## config.mk

```make
export PLATFORM = sky130hd
export DESIGN_NAME = fpu_pipe_issuer
export DESIGN_NICKNAME = d
export VERILOG_FILES = /design/src/rtl/fpu_pipe_issuer.sv
export SDC_FILE = /design/constraint.sdc
export NUM_CORES = 1
export LEC_CHECK = 0
export ABC_AREA = 1
export BUFFER_PORTS_ARGS = -buffer_cell sky130_fd_sc_hd__buf_2
export CORE_MARGIN = 3
export CORE_UTILIZATION = 55
export DETAILED_ROUTE_END_ITERATION = 7
export GPL_ROUTABILITY_DRIVEN = 0
export PLACE_DENSITY_LB_ADDON = 0.3
export SETUP_SLACK_MARGIN = 0.05
export SYNTH_ARGS = -nofsm -noshare
export SYNTH_HDL_FRONTEND = slang
export SYNTH_SLANG_ARGS = --single-unit
```

## constraint.sdc

```tcl
create_clock -name i_clk -period 3.8 [get_ports i_clk]
set_input_delay 0.76 -clock i_clk [delete_from_list [all_inputs] [get_ports i_clk]]
set_output_delay 0.76 -clock i_clk [all_outputs]
set_load 0.05 [all_outputs]
```

## src/rtl/fpu_pipe_issuer.sv

```systemverilog
// Requester-side front end for a fixed-latency, free-running FPU (fdiv): issue, in-flight tracking, in-order skid FIFO.
// Optional perf counters are built only when FPU_ISSUE_PERF_EN is defined.
module fpu_pipe_issuer #(
    parameter int LAT   = 6,
    parameter int TAGW  = 5,
    parameter int DEPTH = 8
) (
    input  logic            i_clk,
    input  logic            i_rst,
    input  logic            i_req_valid,
    output logic            o_req_ready,
    input  logic [31:0]     i_req_x1,
    input  logic [31:0]     i_req_x2,
    input  logic [TAGW-1:0] i_req_tag,
    output logic [31:0]     o_fu_x1,
    output logic [31:0]     o_fu_x2,
    input  logic [31:0]     i_fu_y,
    output logic            o_resp_valid,
    input  logic            i_resp_ready,
    output logic [31:0]     o_resp_y,
    output logic [TAGW-1:0] o_resp_tag,
    output logic            o_busy,
    output logic [31:0]     o_perf_issued,
    output logic [31:0]     o_perf_stall
);
    localparam int CW = $clog2(DEPTH + 1);
    localparam int PW = (DEPTH > 1) ? $clog2(DEPTH) : 1;

    logic [CW-1:0]   r_count;
    logic [CW-1:0]   r_fill;
    logic [PW-1:0]   r_wrPtr;
    logic [PW-1:0]   r_rdPtr;
    logic [31:0]     r_fuX1;
    logic [31:0]     r_fuX2;
    logic [LAT:0]    r_stValid;
    logic [TAGW-1:0] r_stTag  [0:LAT];
    logic [31:0]     r_memY   [0:DEPTH-1];
    logic [TAGW-1:0] r_memTag [0:DEPTH-1];

    logic w_accept;
    logic w_pop;
    logic w_fifoWrite;
    logic w_full;

    function automatic logic [PW-1:0] nextPtr(input logic [PW-1:0] p);
        return (p == PW'(DEPTH - 1)) ? '0 : p + 1'b1;
    endfunction

    // A pop in the same cycle frees its credit, so a full window can still accept.
    assign o_req_ready  = ~i_rst & ((r_count < CW'(DEPTH)) | w_pop);
    assign w_accept     = i_req_valid & o_req_ready;
    assign w_pop        = o_resp_valid & i_resp_ready;
    assign w_fifoWrite  = r_stValid[LAT];
    assign w_full       = (r_fill == CW'(DEPTH));

    assign o_fu_x1      = r_fuX1;
    assign o_fu_x2      = r_fuX2;
    assign o_resp_valid = (r_fill != '0);
    assign o_resp_y     = r_memY[r_rdPtr];
    assign o_resp_tag   = r_memTag[r_rdPtr];
    assign o_busy       = (r_count != '0);

    always_ff @(posedge i_clk) begin
        if (i_rst) begin
            r_fuX1    <= '0;
            r_fuX2    <= '0;
            r_stValid <= '0;
        end else begin
            r_stValid <= {r_stValid[LAT-1:0], w_accept};
            if (w_accept) begin
                r_fuX1 <= i_req_x1;
                r_fuX2 <= i_req_x2;
            end
        end
    end

    // Tags ride alongside the valid bits; their value only matters where valid is set.
    always_ff @(posedge i_clk) begin
        r_stTag[0] <= i_req_tag;
        for (int k = 1; k <= LAT; k++) begin
            r_stTag[k] <= r_stTag[k-1];
        end
    end

    always_ff @(posedge i_clk) begin
        if (w_fifoWrite) begin
            r_memY[r_wrPtr]   <= i_fu_y;
            r_memTag[r_wrPtr] <= r_stTag[LAT];
        end
    end

    always_ff @(posedge i_clk) begin
        if (i_rst) begin
            r_wrPtr <= '0;
            r_rdPtr <= '0;
            r_fill  <= '0;
            r_count <= '0;
        end else begin
            if (w_fifoWrite) begin
                r_wrPtr <= nextPtr(r_wrPtr);
            end
            if (w_pop) begin
                r_rdPtr <= nextPtr(r_rdPtr);
            end
            case ({w_fifoWrite, w_pop})
                2'b10:   r_fill <= r_fill + 1'b1;
                2'b01:   r_fill <= r_fill - 1'b1;
                default: r_fill <= r_fill;
            endcase
            case ({w_accept, w_pop})
                2'b10:   r_count <= r_count + 1'b1;
                2'b01:   r_count <= r_count - 1'b1;
                default: r_count <= r_count;
            endcase
        end
    end

    // The credit window bounds FIFO occupancy, so a write into a full FIFO means the credit logic is broken.
    assert property (@(posedge i_clk) disable iff (i_rst) !(w_fifoWrite && w_full));

`ifdef FPU_ISSUE_PERF_EN
    logic [31:0] r_perfIssued;
    logic [31:0] r_perfStall;

    always_ff @(posedge i_clk) begin
        if (i_rst) begin
            r_perfIssued <= '0;
            r_perfStall  <= '0;
        end else begin
            if (w_accept) begin
                r_perfIssued <= r_perfIssued + 32'd1;
            end
            if (i_req_valid & ~o_req_ready) begin
                r_perfStall <= r_perfStall + 32'd1;
            end
        end
    end

    assign o_perf_issued = r_perfIssued;
    assign o_perf_stall  = r_perfStall;
`else
    assign o_perf_issued = '0;
    assign o_perf_stall  = '0;
`endif

endmodule

```

# Yosys cells after proc, flatten, opt, wreduce, memory -nomap -nowiden
# Memories as Yosys holds them, arrays and structs flattened. A register that Yosys moved wholly into a read port is not among the register bits.
# Index checks and enable logic that the tools add are counted.
[word_totals] regBits=85 elab_cells=42 inputBits=105 out_inout_bits=168 n_memories=3 mem_bits_rw=331
[memory_table] name="r_memY" words=8 width=32 rd=1 rd_clocked_by_memory_dff=1 wr=1 line="37" text="logic [31:0] r_memY [0:DEPTH-1];"
[memory_table] name="r_memTag" words=8 width=5 rd=1 rd_clocked_by_memory_dff=1 wr=1 line="38" text="logic [TAGW-1:0] r_memTag [0:DEPTH-1];"
[memory_table] name="r_stTag" words=7 width=5 rd=7 rd_clocked_by_memory_dff=0 wr=7 line="36" text="logic [TAGW-1:0] r_stTag [0:LAT];"
[op_classes] magnitude_cmp=1 muxes=10 add_sub_neg=6 n_reduce_logical=4 n_bitwise=5 eq_ne=6
[op_table] cell="3-bit two-way mux" count=6
[op_table] cell="4-bit case mux with 2 select lines" count=2
[op_table] cell="4-bit by 1-bit adder with 4-bit output (second input constant)" count=2
[op_table] cell="4-bit nonzero test" count=2
[op_table] cell="4-bit by 1-bit subtractor with 4-bit output (second input constant)" count=2
[op_table] cell="3-bit by 1-bit adder with 3-bit output (second input constant)" count=2
[op_table] cell="3-bit equality test (second input constant)" count=2
[op_table] cell="2-bit by 1-bit equality test with 1-bit output (second input constant)" count=2
[op_table] cell="2-bit equality test (second input constant)" count=2
[op_table] cell="4-bit less-than comparator (second input constant)" count=1
[op_table] cell="2-bit nonzero test" count=2
[op_table] cell="1-bit bitwise AND" count=3
[op_table] cell="1-bit two-way mux" count=2
[op_table] cell="1-bit NOT" count=1
[op_table] cell="1-bit OR" count=1

# Logic depth before layout (Yosys ltp)
# Gate-level depths: netlist (run 1).
[depth] ltp_word=7 depth_mapped=15 mapped_depth_nobuf=14

# Worst setup path before layout (run 1)
# OpenSTA, ideal clock, no wires.
[synth_path] path_type="flip-flop to flip-flop" start="register r_stValid[6]" end="memory r_memTag[0][0], enable pin" slack_ns=1.089 t_arrival_ns=2.280 n_path_buf=0 path_stages_with_launch=4 synth_period_minus_slack_ns=2.711 path_cell_list="dfxtp_1 inv_1 or2_2 nor2_1"
[synth_via] elab_chain_len=2
[synth_lines] item="start: declaration" line="35" text="logic [LAT:0] r_stValid;"
[synth_lines] item="start signal: assignment" line="69" text="r_stValid <= {r_stValid[LAT-1:0], w_accept};"
[synth_lines] item="1-bit two-way mux" line="86" text="if (w_fifoWrite) begin"
[synth_lines] item="1-bit two-way mux (implied by the code)" line="88" text="r_memTag[r_wrPtr] <= r_stTag[LAT];"
[synth_lines] item="end: declaration" line="38"
# Every way passes these cells.

==> results of run 1 <==
## state kept, by name (all words and copies together) (netlist names), named ones only
signal     count
r_memTag      40
r_rdPtr        3
r_count        4
r_fill         4
r_stTag       35
o_fu_x1       32
r_wrPtr        3
r_memY       256
o_fu_x2       32
r_stValid      7
## worst register-to-register path, stage by stage, from the launching register on
cell	delay, ps
dfxtp_1	380
nor2_1	80
nand3_2	70
nand2_2	90
nand2_2	390
nand3_2	140
ha_1	260
ha_1	310
or2_2	290
nand2_1	70
nand2_1	50
nand2_1	60
nand2_1	50
a21oi_1	110
## stage by stage
stage          setup WS [ps]  hold slack, ps  utilization (%)  instances  total power, mW
2_1_floorplan           1089           309.6                -       1572            8.904
3_3_place_gp            1086           310.5            59.34       2038            9.725
3_5_place_dp            1004           312.1            59.34       2038            9.806
4_1_cts                431.0           310.9            63.63       2116            13.62
5_1_grt                300.3           319.0            63.65       2119            14.15
6_report               438.3           323.8            63.66       2120            13.53
## power breakdown
part	total [mW]	internal [mW]	switching, mW
clock	3.82	2.21	1.62
combinational	4.53	1.05	3.48
sequential	5.17	5.06	0.111
total	13.5	8.32	5.21
## path summary, 6_finish.rpt
kind / start / cells past startpoint / slack, ps / endpoint
worst max-delay path: flop / 6 / 440 / o_resp_y[14]
worst min-delay path: r_stTag[0][2] / 0 / 320 / r_stTag[1][2]
worst max register to register: r_fill[3] / 13 / 1360 / r_count[3]
worst min register to register: r_stTag[0][2] / 0 / 320 / r_stTag[1][2]
## area by class of cell
cell class              instances  area share (%)
diodes                          4         0.05291
flip-flops and latches        419           60.03
clock buffers                  62           6.171
clock inverters                16          0.5688
well taps                     390           2.579
multi-input cells             899           21.96
repair buffers                233           6.693
inverters                      97           1.938
## cell families (layout without fill, tap and decap cells)
| logic type | after synthesis | in the layout | share of synthesized area, % |
|---|---|---|---|
| AOI/OAI and AO/OA | 244 | 244 | 7.905 |
| xor gates and xnor gates | 2 | 2 | 0.1054 |
| adders and majority gates | 12 | 12 | 0.9938 |
| buffers and inverters | 254 | 408 | 8.478 |
| DFF | 419 | 419 | 68.30 |
| other | 1 | 68 | 0.02257 |
| and+or+nand+nor | 577 | 577 | 14.19 |
## synth_stat cells (all sizes together) (5+ instances only)
master | instances | share of area, %
buf | 120 | 5.4
clkbuf | 37 | 0.85
a21oi | 12 | 0.36
nand4 | 65 | 2.4
nor2 | 235 | 5.3
o22ai | 74 | 2.8
edfxtp | 296 | 53
inv | 97 | 2.2
ha | 10 | 0.75
dfxtp | 123 | 15
nand2 | 268 | 6.1
o21ai | 158 | 4.8
nand3 | 5 | 0.21
## metal layers
layer  GRT usage [%]  vias to the layer above  part of all wire [%]
li1                -                     5407                     -
met1           27.87                     5300                    41
met2           34.94                      421                    48
met3           4.856                       90                   7.8
met4           8.385                        2                   3.1
met5               0                        -                 0.036
==> key figures, run 1 <==
Die
  • Row count: 63
  • DIE AREA: 32340 sq um
  • Die H: 179.8 microns
  • Horiz. Die Dim: 179.8 microns
  • IO Pins: 273
  • Core area: 29720 sq um
  • Starting density of the core: 55.92%

STA
  • Rel. slew slack: 35.32%
  • Final TNS setup: 0 ps
  • Unrepaired setup endpoints after global routing: no
  • Slew Limit Fails: 0
  • Setup Skew: 17.78 ps
  • Highest clock rate: 297.5 MHz
  • Final critical-path required period: 3362 ps
  • Hold Violations, Final: 0
  • Fin crit share: 88.46%
  • Least-Margin Pin Slew: 968.7 ps
  • Final setup viols: 0

Global routing
  • Antenna violations before repair: 4
  • Total congestion overflow: 0
  • First-pass GRT wire length: 56280 microns
  • Vias in the first global route: 10730
  • Pin count of the biggest net entering global routing: 149
  • GR Util All Layers: 21.32%

Route
  • Vias: 11220
  • DR WL/cell: 16.99 microns
  • Total Wirelength: 36020 microns
  • Starting DRT DRC Count: 1057
  • Via/cell ratio: 5.292
  • # DRC: 0
  • Antenna-violating nets left: 0
  • DR pass1 iterations: 5

Power and ir drop
  • VDD IR-drop max: 0.6641 mV
  • Static Leak: 7.640 nW
  • PwrDens: 715.0 nW/um^2

Clock network
  • H-tree lvl count: 2
  • CTS Sinks: 419
  • Hold buffer count at CTS: 0
  • Worst-Skew Late Latency: 530 ps
  • TritonCTS clock tree: yes
  • CTS clk-pin slew, worst paths: 60 ps
  • Inserted Clock Buffers: 43
  • Setup bufs post-CTS: 0
  • CTS root buffer: clkbuf_16
  • Clock Tree Buf Depth: 3
  • # resized after CTS: 0

Cells and area
  • P&R area growth vs syn: 13.84%
  • Nets@finish: 1810
  • FF+latch area: 11360 sq um
  • Design Area, Final: 18920 sq um
  • # fillers: 2333
  • Layout cell share with drive strength beyond 1: 18.08%
  • Commonest non-fill, non-tap cell in the layout: edfxtp_1
  • Footprint of the multi-input gates: 4155 sq um
  • Most frequent cells in the layout: edfxtp_1, nand2_1, nor2_1

Setup path
  • Slowest stage delay, CP: 580 ps
  • Crit path kind: flop to primary output
  • Cell mode on critical path: nand2_1
  • CP Cell Sequence: buf_4 > o21ai_0 > o22ai_1 > nand2_1 > nand2_1 > buf_2
  • Critical Path AT: 2600 ps
  • Req. time, crit path: 3040 ps
  • CP max stage cell: buf_4
  • CP bufs+invs: 2
  • Startpoint Class: flop
  • CP max FO: 56
  • Crit. End Element: primary output
  • Top Family by Delay on Critical Path: buffers and inverters

Yosys
  • Syn Area/Cell: 11.01 sq um
  • Yosys cell types: 27
  • Main synth FF type: edfxtp_1
  • Seq/Total Area, Yosys: 68.30%
  • Flops & latches, synth: 419
  • Post-Syn Area: 16620 sq um
  • Ys Warns: 0
  • Async SR Flop Fraction: 0%
  • Syn Inst Count: 1509
  • Number of enable flip-flop cells after synthesis: 296

Run
  • Max-cap violation count: 0

Placement
  • Placed Area: 17630 sq um
  • DP HPWL: 20450 microns
  • PortBufs: 208

Run status
  • Status: complete, no violations

Worst hold path
  • Hold Crit Class: flop to flop
No activity file was read; power rests on OpenSTA's default activity.
==> inputs of run 2 (changes only) <==
- ABC_CLOCK_PERIOD_IN_PS: default -> 3800
- CTS_BUF_LIST: default -> sky130_fd_sc_hd__clkbuf_8
==> key figures, run 2 (synthesized netlist as in run 1, its figures left out) <==
STA
  • Rel. slew slack: 36.04% (+0.72 points)
  • Fin crit share: 89.16% (+0.69 points)
  • Highest clock rate: 295.2 MHz (-0.78%)
  • Setup Skew: 20.59 ps (+2.808 ps)
  • Hold Violations, Final: 0 (unchanged)
  • Final setup viols: 0 (unchanged)
  • Final critical-path required period: 3388 ps (+26.38 ps)
  • Slew Limit Fails: 0 (unchanged)
  • Final TNS setup: 0 ps (unchanged)
  • Least-Margin Pin Slew: 958.0 ps (-10.72 ps)
  • Unrepaired setup endpoints after global routing: no

Clock network
  • Worst-Skew Late Latency: 560 ps (+30 ps)
  • Inserted Clock Buffers: 69 (+60%)
  • CTS clk-pin slew, worst paths: 50 ps (about the same)
  • TritonCTS clock tree: yes
  • Hold buffer count at CTS: 0 (unchanged)
  • # resized after CTS: 0 (unchanged)
  • CTS root buffer: clkbuf_8
  • CTS Sinks: 419 (unchanged)
  • Clock Tree Buf Depth: 3 (unchanged)
  • Setup bufs post-CTS: 0 (unchanged)
  • H-tree lvl count: 3 (+1)

Power and ir drop
  • Comb pwr share: 34.0% (+0.5 points)
  • Sw Share: 39.69% (+1.2 points)
  • PnR Total Power: 13.31 mW (-1.6%)
  • VDD IR-drop max: 0.6543 mV (-1.5%)
  • Seq pwr share: 38.9% (+0.7 points)
  • PwrDens: 703.3 nW/um^2 (-1.6%)
  • Static Leak: 7.764 nW (+1.6%)
  • Clk pwr share: 27.1% (-1.1 points)
  • Sw power: 5.282 mW (+1.4%)
  • P_int: 8.025 mW (-3.5%)

Worst hold path
  • Hold Crit Class: input pin to flop
  • Hold path depth: 1 (+1)

Cells and area
  • Largest register FFs: 256 (unchanged)
  • Commonest non-fill, non-tap cell in the layout: edfxtp_1
  • Nets@finish: 1836 (+1.4%)
  • Largest Register: r_memY
  • Largest registers: r_memY (256), r_memTag (40), r_stTag (35)
  • Layout cell share with drive strength beyond 1: 19.30% (+1.2 points)
  • P&R area growth vs syn: 13.85% (about the same)
  • Most frequent cells in the layout: edfxtp_1, nand2_1, nor2_1

Setup path
  • Reg2Reg Depth: 13 (unchanged)
  • Crit path kind: flop to primary output
  • Req. time, crit path: 3040 ps (about the same)
  • Critical Path AT: 2630 ps (+30 ps)
  • Crit. End Element: primary output
  • Startpoint Class: flop
  • CP max FO: 56 (unchanged)

Global routing
  • Pin count of the biggest net entering global routing: 149 (unchanged)
  • Total congestion overflow: 0 (unchanged)
  • Vias in the first global route: 11000 (+2.5%)
  • First-pass GRT wire length: 57190 microns (+1.6%)
  • GR Util All Layers: 21.71% (+0.40 points)
  • Antenna violations before repair: 4 (unchanged)

Die
  • Starting density of the core: 55.92% (unchanged)
  • Core area: 29720 sq um (unchanged)
  • Row count: 63 (unchanged)
  • Horiz. Die Dim: 179.8 microns (unchanged)
  • DIE AREA: 32340 sq um (unchanged)
  • Die H: 179.8 microns (unchanged)
  • IO Pins: 273 (unchanged)

Route
  • Vias: 11340 (+1.0%)
  • Via/cell ratio: 5.236 (-1.1%)
  • Total Wirelength: 36520 microns (+1.4%)
  • Starting DRT DRC Count: 949 (-10%)
  • DR pass1 iterations: 5 (unchanged)
  • DR WL/cell: 16.87 microns (-0.72%)
  • Antenna-violating nets left: 0 (unchanged)
  • # DRC: 0 (unchanged)

Run
  • Max-cap violation count: 0 (unchanged)

Placement
  • PortBufs: 208 (unchanged)
  • DP HPWL: 20450 microns (unchanged)

Run status
  • Status: complete, no violations
## run 2: worst paths after layout
path / startpoint / endpoint / slack [ps]
hold reg to reg: r_stTag[1][4] / r_stTag[2][4] / 320
setup reg to reg: r_fill[3] / r_count[3] / 1350
hold / removal: i_req_tag[2] / r_stTag[0][2] / 300
setup / recovery: flop / o_resp_y[14] / 410
## run 2: cell type report
class	instances	area (sq um)
clock inverter	48	232.7
antenna	3	7.507
sequential	419	11360
tap	390	488.0
inverter	97	366.6
clock buffer	76	1046
fill	2366	10800
multi-input combinational	899	4155
timing repair buffer	233	1266
## run 2: power groups by stage
stage | Clock, mW | Sequential [mW] | Combinational, mW
after floorplan | 0 | 5.55 | 3.36
after global placement | 0 | 5.26 | 4.47
after detailed placement | 0 | 5.27 | 4.54
after CTS | 3.69 | 5.18 | 4.55
final | 3.60 | 5.17 | 4.53
after global routing | 3.89 | 5.19 | 4.89
## run 2: layer usage
metal | track usage (%) | routed length [microns]
met5 | 0 | 18
met2 | 35.08 | 17410
met4 | 9.715 | 1013
met1 | 27.90 | 15070
met3 | 5.585 | 3006
## run 2: critical path: stages, from the launching register on
cell,delay [ps]
dfxtp_2,550
buf_4,580
o21ai_0,210
o22ai_1,270
nand2_1,90
nand2_1,90
buf_2,260
## run 2: metrics by stage
| step | hold slack [ps] | instances | setup WS (ps) | cell area (sq um) | utilization, % |
|---|---|---|---|---|---|
| 2_1_floorplan | 309.6 | 1572 | 1089 | 16850 | - |
| 3_3_place_gp | 310.5 | 2038 | 1086 | 17630 | 59.34 |
| 3_5_place_dp | 312.1 | 2038 | 1004 | 17630 | 59.34 |
| 4_1_cts | 257.9 | 2162 | 361.9 | 18910 | 63.64 |
| 5_1_grt | 269.5 | 2165 | 253.3 | 18920 | 63.66 |
| 6_report | 302.7 | 2165 | 412.0 | 18920 | 63.66 |
==> inputs of run 3 (changes only) <==
- ABC_AREA: 1 -> default
- CTS_BUF_LIST: sky130_fd_sc_hd__clkbuf_8 -> sky130_fd_sc_hd__clkbuf_4
- MAX_ROUTING_LAYER: default -> met4
==> key figures, run 3 <==
Die
  • Core area: 27930 sq um (-6.0%)
  • Die H: 174.7 microns (-2.8%)
  • DIE AREA: 30520 sq um (-5.6%)
  • Row count: 61 (-3.2%)
  • Horiz. Die Dim: 174.7 microns (-2.8%)
  • Starting density of the core: 56.04% (+0.12 points)
  • IO Pins: 273 (unchanged)

Setup path
  • Crit. End Element: primary output
  • Crit path kind: flop to primary output
  • CP bufs+invs: 2 (unchanged)
  • Reg2Reg Depth: 10 (-3)
  • Worst reg2reg startpoint: r_fill[3]
  • CP Cell Sequence: buf_12 > mux4_2 > mux2_2 > buf_2
  • Req. time, crit path: 3040 ps (about the same)
  • CP max FO: 20 (-64%)
  • Critical Path AT: 2640 ps (about the same)
  • Slowest stage delay, CP: 640 ps (+60 ps)
  • R2r endpoint: r_count[3]
  • Startpoint Class: flop
  • Top Family by Delay on Critical Path: multiplexers
  • Slack of the worst reg-to-reg path: 930 ps (-420 ps)
  • CP max stage cell: dfxtp_4

Cells and area
  • Largest Register: r_memY
  • Layout cell share with drive strength beyond 1: 40.78% (+21 points)
  • Nets@finish: 1330 (-28%)
  • P&R area growth vs syn: 16.53%
  • Largest register FFs: 256 (unchanged)
  • Largest registers: r_memY (256), r_memTag (40), r_stTag (35)
  • Commonest non-fill, non-tap cell in the layout: edfxtp_1
  • Most frequent cells in the layout: edfxtp_1, buf_2, clkbuf_4

Yosys
  • Synth top cells by count: edfxtp_1, nand2_1, dfxtp_1, mux4_2
  • Most numerous cell in the Yosys netlist: edfxtp_1
  • Ys Warns: 0 (unchanged)
  • Number of enable flip-flop cells after synthesis: 296 (unchanged)
  • Post-Syn Area: 15650 sq um (-5.8%)
  • Yosys cell types: 33 (+22%)
  • Ranking of synthesized cells by area: edfxtp_1, dfxtp_1, mux4_2, nand2_1, buf_4
  • Main synth FF type: edfxtp_1
  • Top cell type's share of synthesized area: 56.78% (+3.3 points)
  • Syn Inst Count: 927 (-39%)
  • Async SR Flop Fraction: 0% (unchanged)
  • Yosys top cell by area: edfxtp_1
  • Flops & latches, synth: 419 (unchanged)
  • Seq/Total Area, Yosys: 72.51% (+4.2 points)
  • Syn Area/Cell: 16.89 sq um (+53%)

Clock network
  • H-tree lvl count: 3 (unchanged)
  • CTS Sinks: 419 (unchanged)
  • Inserted Clock Buffers: 100 (+45%)
  • Setup bufs post-CTS: 0 (unchanged)
  • TritonCTS clock tree: yes
  • # resized after CTS: 0 (unchanged)
  • Clock Tree Buf Depth: 3 (unchanged)
  • CTS root buffer: clkbuf_4
  • Worst-Skew Late Latency: 690 ps (+130 ps)
  • Hold buffer count at CTS: 0 (unchanged)
  • CTS clk-pin slew, worst paths: 60 ps (about the same)

Global routing
  • First-pass GRT wire length: 47390 microns (-17%)
  • Antenna violations before repair: 2 (-2)
  • GR Util All Layers: 20.36% (-1.4 points)
  • Total congestion overflow: 0 (unchanged)
  • Vias in the first global route: 9043 (-18%)
  • Pin count of the biggest net entering global routing: 85 (-43%)

Power and ir drop
  • Clk pwr share: 38.5% (+11 points)
  • Seq pwr share: 55.5% (+17 points)
  • Sw Share: 23.48% (-16 points)
  • VDD IR-drop max: 0.3351 mV (-49%)
  • Sw power: 2.104 mW (-60%)
  • Static Leak: 6.703 nW (-14%)
  • Comb pwr share: 6.0% (-28 points)
  • P_int: 6.859 mW (-15%)
  • PwrDens: 491.3 nW/um^2 (-30%)

Worst hold path
  • Min-delay src: i_req_tag[3]
  • Hold path endpoint: r_stTag[0][3]
  • Hold path depth: 1 (unchanged)
  • Hold Crit Class: input pin to flop

Route
  • # DRC: 0 (unchanged)
  • Vias: 8540 (-25%)
  • Via/cell ratio: 5.129 (-2.0%)
  • DR pass1 iterations: 5 (unchanged)
  • Antenna-violating nets left: 0 (unchanged)
  • DR WL/cell: 18.09 microns (+7.3%)
  • Total Wirelength: 30120 microns (-18%)
  • Starting DRT DRC Count: 551 (-42%)

STA
  • Fin crit share: 89.55% (+0.39 points)
  • Slew Limit Fails: 0 (unchanged)
  • Final TNS setup: 0 ps (unchanged)
  • Hold Violations, Final: 0 (unchanged)
  • Least-Margin Pin Slew: 963.1 ps (+5.136 ps)
  • Setup Skew: 63.57 ps (+42.98 ps)
  • Unrepaired setup endpoints after global routing: no
  • Rel. slew slack: 35.44% (-0.60 points)
  • Highest clock rate: 293.9 MHz (-0.44%)
  • Worst hold slack: 174.5 ps (-128.2 ps)
  • Final critical-path required period: 3403 ps (+14.99 ps)
  • Final setup viols: 0 (unchanged)

Placement
  • DP HPWL: 17820 microns (-13%)
  • PortBufs: 208 (unchanged)

Run
  • Max-cap violation count: 0 (unchanged)

Run status
  • Status: complete, no violations
[run 3: cell count changes after synthesis, sizes merged, moves of 37 or more]
cell / change
nand4: -65
mux4: +74
a21oi: +67
nor2: -214
buf: -41
nand2: -136
o21ai: -157
inv: -87
mux2: +37
o22ai: -74
[run 3: area by class of cell]
| type | count | area (sq um) |
|---|---|---|
| Antenna cell | 2 | 5.005 |
| Tap cell | 378 | 473.0 |
| Timing Repair Buffer | 229 | 1286 |
| Sequential cell | 419 | 11360 |
| Multi-Input combinational cell | 453 | 3846 |
| Fill cell | 2027 | 9693 |
| Clock buffer | 144 | 1081 |
| Clock inverter | 30 | 152.6 |
| Inverter | 10 | 37.54 |
[run 3: per-layer routing]
metal  part of all wire (%)  track usage (%)  vias up
li1                       -                -     3976
met1                     40            24.22     4179
met2                     52            34.26      334
met3                    6.9            5.280       51
met4                    1.7            6.582        0
met5                      0                -        -
[run 3: how the worst max path moves through the flow]
stage | start | endpoint | depth (start not counted) | slack [ps]
after floorplan | r_stValid[6] | r_memTag[0][0] | 2 | 260
after global placement | i_resp_ready | r_count[3] | 11 | 950
after detailed placement | i_resp_ready | r_count[3] | 11 | 870
after CTS | flop | o_resp_y[0] | 4 | 270
after global routing | flop | o_resp_y[20] | 4 | 190
final | flop | o_resp_tag[3] | 4 | 400
[run 3: cell families after synthesis]
| group | Yosys count | synth area share, % |
|---|---|---|
| muxes | 113 | 13.44 |
| AOI/OAI and AO/OA | 84 | 3.309 |
| buffers and inverters | 118 | 4.852 |
| xor gates and xnor gates | 4 | 0.2238 |
| and+or+nand+nor | 176 | 4.588 |
| DFF | 419 | 72.51 |
| other | 1 | 0.02396 |
| adders and majority gates | 12 | 1.055 |
[run 3: metrics by stage]
step	cells	util (%)	setup WS, ps	power, mW	instance area (sq um)
2_1_floorplan	990	-	261.5	5.516	15890
3_3_place_gp	1489	60.87	947.9	5.600	17000
3_5_place_dp	1489	60.87	872.3	5.610	17000
4_1_cts	1663	65.28	266.9	9.089	18240
5_1_grt	1665	65.30	192.4	9.383	18240
6_report	1665	65.30	397.0	8.963	18240
[run 3: worst reg2reg max path: stages, from the launching register on]
cell	delay, ps
dfxtp_1	350
o41ai_4	620
a21oi_1	160
and2_1	190
inv_1	50
ha_1	190
ha_1	280
a21oi_1	210
a21oi_1	110
or4_1	470
a21oi_1	150
[run 3: power groups by stage]
| stage | combinational, mW | clock, mW | sequential (mW) |
|---|---|---|---|
| after floorplan | 0.313 | 0 | 5.20 |
| after global placement | 0.532 | 0 | 5.07 |
| after detailed placement | 0.539 | 0 | 5.07 |
| after CTS | 0.540 | 3.58 | 4.97 |
| after global routing | 0.573 | 3.84 | 4.97 |
| final | 0.540 | 3.45 | 4.97 |
